### config.mk
export PLATFORM = sky130hd
export DESIGN_NAME = sm_controller
export DESIGN_NICKNAME = d
export VERILOG_FILES = /design/src/rtl/sm_controller.sv
export SDC_FILE = /design/constraint.sdc
export NUM_CORES = 1
export LEC_CHECK = 0
export BUFFER_PORTS_ARGS = -buffer_cell sky130_fd_sc_hd__buf_2
export CAP_MARGIN = 40
export CORE_ASPECT_RATIO = 1.1
export CORE_UTILIZATION = 43
export CTS_CLUSTER_SIZE = 25
export DETAILED_ROUTE_END_ITERATION = 6
export HOLD_SLACK_MARGIN = 0.1
export PLACE_DENSITY = 0.86
export SYNTH_ARGS = -nofsm -noshare
export SYNTH_HDL_FRONTEND = slang
export SYNTH_SLANG_ARGS = --single-unit
export TNS_END_PERCENT = 5
### constraint.sdc
create_clock -name clk -period 1.5 [get_ports clk]
set_input_delay 0 -clock clk [delete_from_list [all_inputs] [get_ports clk]]
set_output_delay 0 -clock clk [all_outputs]
set_load 0.005 [all_outputs]
### src/rtl/sm_controller.sv
// Instruction register, immediate sign-extension and multi-cycle control FSM
// sequencing the register file, A/B/C/status registers and ALU for MOV and ALU
// instructions.
module sm_controller #(
  parameter int unsigned IW = 16,
  parameter int unsigned RW = 3
) (
  input  logic          clk,
  input  logic          rst_n,
  input  logic [IW-1:0] ir_in,
  input  logic          load_ir,
  input  logic          s,
  output logic          w,
  output logic          illegal,
  output logic [RW-1:0] readnum,
  output logic [RW-1:0] writenum,
  output logic          write,
  output logic          loada,
  output logic          loadb,
  output logic          loadc,
  output logic          loads,
  output logic          asel,
  output logic          bsel,
  output logic [1:0]    vsel,
  output logic [1:0]    shift,
  output logic [1:0]    ALUop,
  output logic [IW-1:0] sximm8,
  output logic [IW-1:0] sximm5
);

  typedef enum logic [2:0] {
    StWait,
    StDecode,
    StWriteImm,
    StGetB,
    StGetA,
    StAlu,
    StWriteReg
  } state_e;

  state_e        state_q, state_d;
  logic [IW-1:0] ir_q, ir_d;
  logic          illegal_q, illegal_d;

  // IR fields
  logic [2:0]    opcode;
  logic [1:0]    op;
  logic [1:0]    sh;
  logic [RW-1:0] rn, rd, rm;

  assign opcode = ir_q[IW-1 -: 3];
  assign op     = ir_q[IW-4 -: 2];
  assign rn     = ir_q[8 +: RW];
  assign rd     = ir_q[5 +: RW];
  assign sh     = ir_q[4:3];
  assign rm     = ir_q[0 +: RW];

  // Instruction class decode
  logic is_mov_imm, is_mov_reg, is_alu, is_mvn, is_cmp;

  assign is_mov_imm = (opcode == 3'b110) && (op == 2'b10);
  assign is_mov_reg = (opcode == 3'b110) && (op == 2'b00);
  assign is_alu     = (opcode == 3'b101);
  assign is_mvn     = is_alu && (op == 2'b11);
  assign is_cmp     = is_alu && (op == 2'b01);

  assign sximm8  = {{(IW-8){ir_q[7]}}, ir_q[7:0]};
  assign sximm5  = {{(IW-5){ir_q[4]}}, ir_q[4:0]};
  assign illegal = illegal_q;

  // State, IR and sticky illegal flag; reset abandons any instruction in flight
  always_ff @(posedge clk) begin
    if (!rst_n) begin
      state_q   <= StWait;
      ir_q      <= '0;
      illegal_q <= 1'b0;
    end else begin
      state_q   <= state_d;
      ir_q      <= ir_d;
      illegal_q <= illegal_d;
    end
  end

  // Next-state logic and Moore control decode
  always_comb begin
    state_d   = state_q;
    ir_d      = ir_q;
    illegal_d = illegal_q;
    w         = 1'b0;
    readnum   = '0;
    writenum  = '0;
    write     = 1'b0;
    loada     = 1'b0;
    loadb     = 1'b0;
    loadc     = 1'b0;
    loads     = 1'b0;
    asel      = 1'b0;
    bsel      = 1'b0;
    vsel      = 2'b00;
    shift     = 2'b00;
    ALUop     = 2'b00;

    unique case (state_q)
      StWait: begin
        w = 1'b1;
        // A load coinciding with start is decoded on the following cycle
        if (load_ir) ir_d = ir_in;
        if (s) state_d = StDecode;
      end
      StDecode: begin
        if (is_mov_imm) begin
          state_d = StWriteImm;
        end else if (is_mov_reg || is_alu) begin
          state_d = StGetB;
        end else begin
          illegal_d = 1'b1;
          state_d   = StWait;
        end
      end
      StWriteImm: begin
        write    = 1'b1;
        writenum = rn;
        vsel     = 2'b10;
        state_d  = StWait;
      end
      StGetB: begin
        readnum = rm;
        loadb   = 1'b1;
        // Single-operand forms skip fetching Rn
        state_d = (is_mov_reg || is_mvn) ? StAlu : StGetA;
      end
      StGetA: begin
        readnum = rn;
        loada   = 1'b1;
        state_d = StAlu;
      end
      StAlu: begin
        shift = sh;
        ALUop = is_alu ? op : 2'b00;
        // MOV reg is 0 + shifted Rm; MVN ignores A
        asel  = is_mov_reg || is_mvn;
        if (is_cmp) begin
          loads   = 1'b1;
          state_d = StWait;
        end else begin
          loadc   = 1'b1;
          state_d = StWriteReg;
        end
      end
      StWriteReg: begin
        write    = 1'b1;
        writenum = rd;
        vsel     = 2'b00;
        state_d  = StWait;
      end
      default: state_d = StWait;
    endcase
  end

endmodule
==> flow_metrics.tcl <==
set metrics [dict create \
    numClockSinks 20 \
    drive_gt1_share_pct 43.6 \
    ir_worst_vdd_v 0.000512 \
    final_core_util_pct 61.1 \
    die_height_um 59.1 \
    fin_crit_ps 1460 \
    power_mw 1.32 \
    grt_max_degree 21 \
    worstSkewPairLatency_ps 310 \
    die_w_um 53.9 \
    fin_skew_ps 15.2 \
    leakagePower_nw 0.861 \
    core-area_sq_um 2780 \
    yosysTopAreaCell "dfxtp_1" \
    synth_flop_cell "dfxtp_1" \
    cts_tree "built" \
    antenna_cells 0 \
    critPathSlowestCell "dfxtp_4" \
    net-switching-power_mw 0.335 \
    hold_path.class "in2reg" \
    yosysMostFrequentCell "nand2_1" \
    via_count 1189 \
    fmax_ghz 0.684 \
    h-tree-depth 1 \
    io_pins 73 \
    synth.avg_cell_area_sq_um 7.91 \
    ys_top_cells_by_count "38 x nand2_1, 35 x buf_4, 20 x dfxtp_1" \
    hold_viol_final 0 \
    crit_type "reg2out" \
    wl_mm 3.05 \
    first_pass_iters 4 \
    grt-ovfl-total 0 \
    clkPwrFrac_pct 33.4 \
    gp_congestion 0.889 \
    arrival_ps 1460 \
    final_nets 241 \
    drtIter0Drc 14 \
    finalCritPeriodShare_pct 97.4 \
    synth_area_sq_um 1270 \
    powerDensity_nw_per_um2 779 \
    critPathLaunchType "register" \
    initial_utilization_pct 45.9 \
    p_int_mw 0.988 \
    reg2reg_from "state_q[2]$_SDFFE_PN0P_" \
    power_frac_comb_pct 20.7 \
    ys_types 33 \
    fillers 255 \
    synth_cells 161 \
    synth_edf_count 0 \
    maxSlewViolCount 0 \
    min-delay-start "load_ir" \
    register_area_sq_um 412 \
    maxCapViolCount 0 \
    path_delay_family "flip-flops" \
    drc 0 \
    rsz0062_at_grt "yes" \
    rows 20 \
    clk_pin_slew_ps 120 \
    end_kind "output port" \
    wl_per_cell_um 12.1 \
    cp.required_ps 1500 \
    area_growth_pct 33.3 \
    cpPeakStageDelay_ps 420 \
    io_buffers 70 \
    cts_made_buffers 3 \
    gr-usage-all-layers_pct 19.6 \
    ys_seq_elements 20 \
    cts-root-buf "clkbuf_4" \
    cts_buffer_depth 2 \
    ant_nets 0 \
    ys_seq_area_share_pct 31.4 \
    cp_max_fo 6 \
    via_per_inst 4.70 \
    async_flop_share_pct 0 \
    multi_input_area_sq_um 583 \
    antenna_found_initial 0 \
    hpwl_mm 2.10 \
    switching_share_pct 25.3 \
    synth_warnings 0 \
    crit_path_cell_trace "clkinvlp_4 > nor3_4 > a22o_1 > buf_2" \
    grt_pass1_wl_mm 4.43 \
    die_area_sq_um 3180 \
    synth_top_area_share_pct 31.4 \
    reg2reg_slack_ps 80 \
    outcome "finished, final reports clean" \
    setup_viol 0 \
    cp_num_buf_inv 2 \
    startpoint "state_q[2]$_SDFFE_PN0P_" \
    synthTopCellsByArea "dfxtp_1 31%, buf_4 21%, nand2_1 11%" \
    grt_pass1_vias 971 \
    p_seq_share_pct 45.9 \
]
-- worst min-delay path, cell delays in order --
cell	delay, ps
buf_2	90
nand2_1	40
buf_4	180
nand2_1	80
a21boi_1	50
-- metrics by stage --
step                      instance area (sq um)  setup WS [ps]  setup TNS [ps]  cells  hold slack (ps)
final                                      1700           38.5               0    253              160
after global routing                       1700          -74.4            -388    253              171
after floorplan                            1280            303               0    162              135
after detailed placement                   1390            130               0    227              246
after CTS                                  1640           3.48               0    249              162
after global placement                     1390            209               0    227              242
-- final timing paths --
| kind | endpoint | cells after the start |
|---|---|---|
| worst max-delay path | readnum[1] | 4 |
| worst min-delay path | ir_q[13]$_SDFFE_PN0P_ | 5 |
| worst max register to register | ir_q[3]$_SDFFE_PN0P_ | 6 |
| worst min register to register | ir_q[9]$_SDFFE_PN0P_ | 2 |
-- layout make-up --
class	count	share of cell area (%)
flip-flops and latches	20	24.2
well taps	33	2.43
multi-input cells	97	34.3
repair buffers	96	35.0
inverters	3	0.884
clock inverters	1	1.77
clock buffers	3	1.33
-- cells by family after synthesis --
logic type / Yosys count / synth area share [%]
muxes: 3 / 2.36
DFF: 20 / 31.4
AOI/OAI and AO/OA: 28 / 16.4
buffers and inverters: 45 / 25.5
and+or+nand+nor: 64 / 24.0
other: 1 / 0.294
-- state kept, by name (all words and copies together) (netlist names) --
name	cells
ir_q	16
state_q	3
illegal	1
-- per-layer routing --
layer / global-route usage, % / share of wire (%) / wire (um) / vias to the layer above
met5: 0 / 0 / 0 / -
met4: 10.2 / 2.0 / 60 / 0
met3: 3.85 / 6.0 / 184 / 4
met2: 33.7 / 51 / 1540 / 46
met1: 22.4 / 41 / 1260 / 527
li1: - / - / - / 612
-- repair_timing --
| item | 4_1_cts | 5_1_grt |
|---|---|---|
| cloned | 0 | 0 |
| setup endpoints to repair | 11 | 11 |
| pin swaps | 0 | 5 |
| resized for setup | 5 | 12 |
| setup buffers | 0 | 4 |
| endpoints found under the hold margin | 18 | 0 |
| hold buffers | 18 | 0 |
-- cell usage in the layout (no fill, tap or decap), types with 2 or more instances in the layout --
| master | Yosys | routed |
|---|---|---|
| dfxtp_2 | 0 | 3 |
| clkbuf_4 | 0 | 3 |
| dfxtp_1 | 20 | 15 |
| a22o_1 | 4 | 4 |
| inv_1 | 3 | 2 |
| nor3_4 | 0 | 3 |
| mux2i_1 | 3 | 3 |
| nand2_1 | 38 | 37 |
| and2_1 | 4 | 4 |
| conb_1 | 1 | 2 |
| a21boi_0 | 6 | 6 |
| nor2_1 | 9 | 9 |
| buf_2 | 2 | 70 |
| buf_4 | 35 | 7 |
| dlygate4sd3_1 | 0 | 18 |
| a21boi_1 | 10 | 10 |
| dfxtp_4 | 0 | 2 |
-- power by group through the flow --
stage                     clock (mW)  sequential (mW)  combinational, mW
after global placement             0            0.619              0.219
after CTS                      0.448            0.610              0.260
final                          0.442            0.608              0.274
after floorplan                    0            0.613              0.200
after detailed placement           0            0.622              0.222
after global routing           0.481            0.616              0.308
Power figures use the tool's default switching activity.
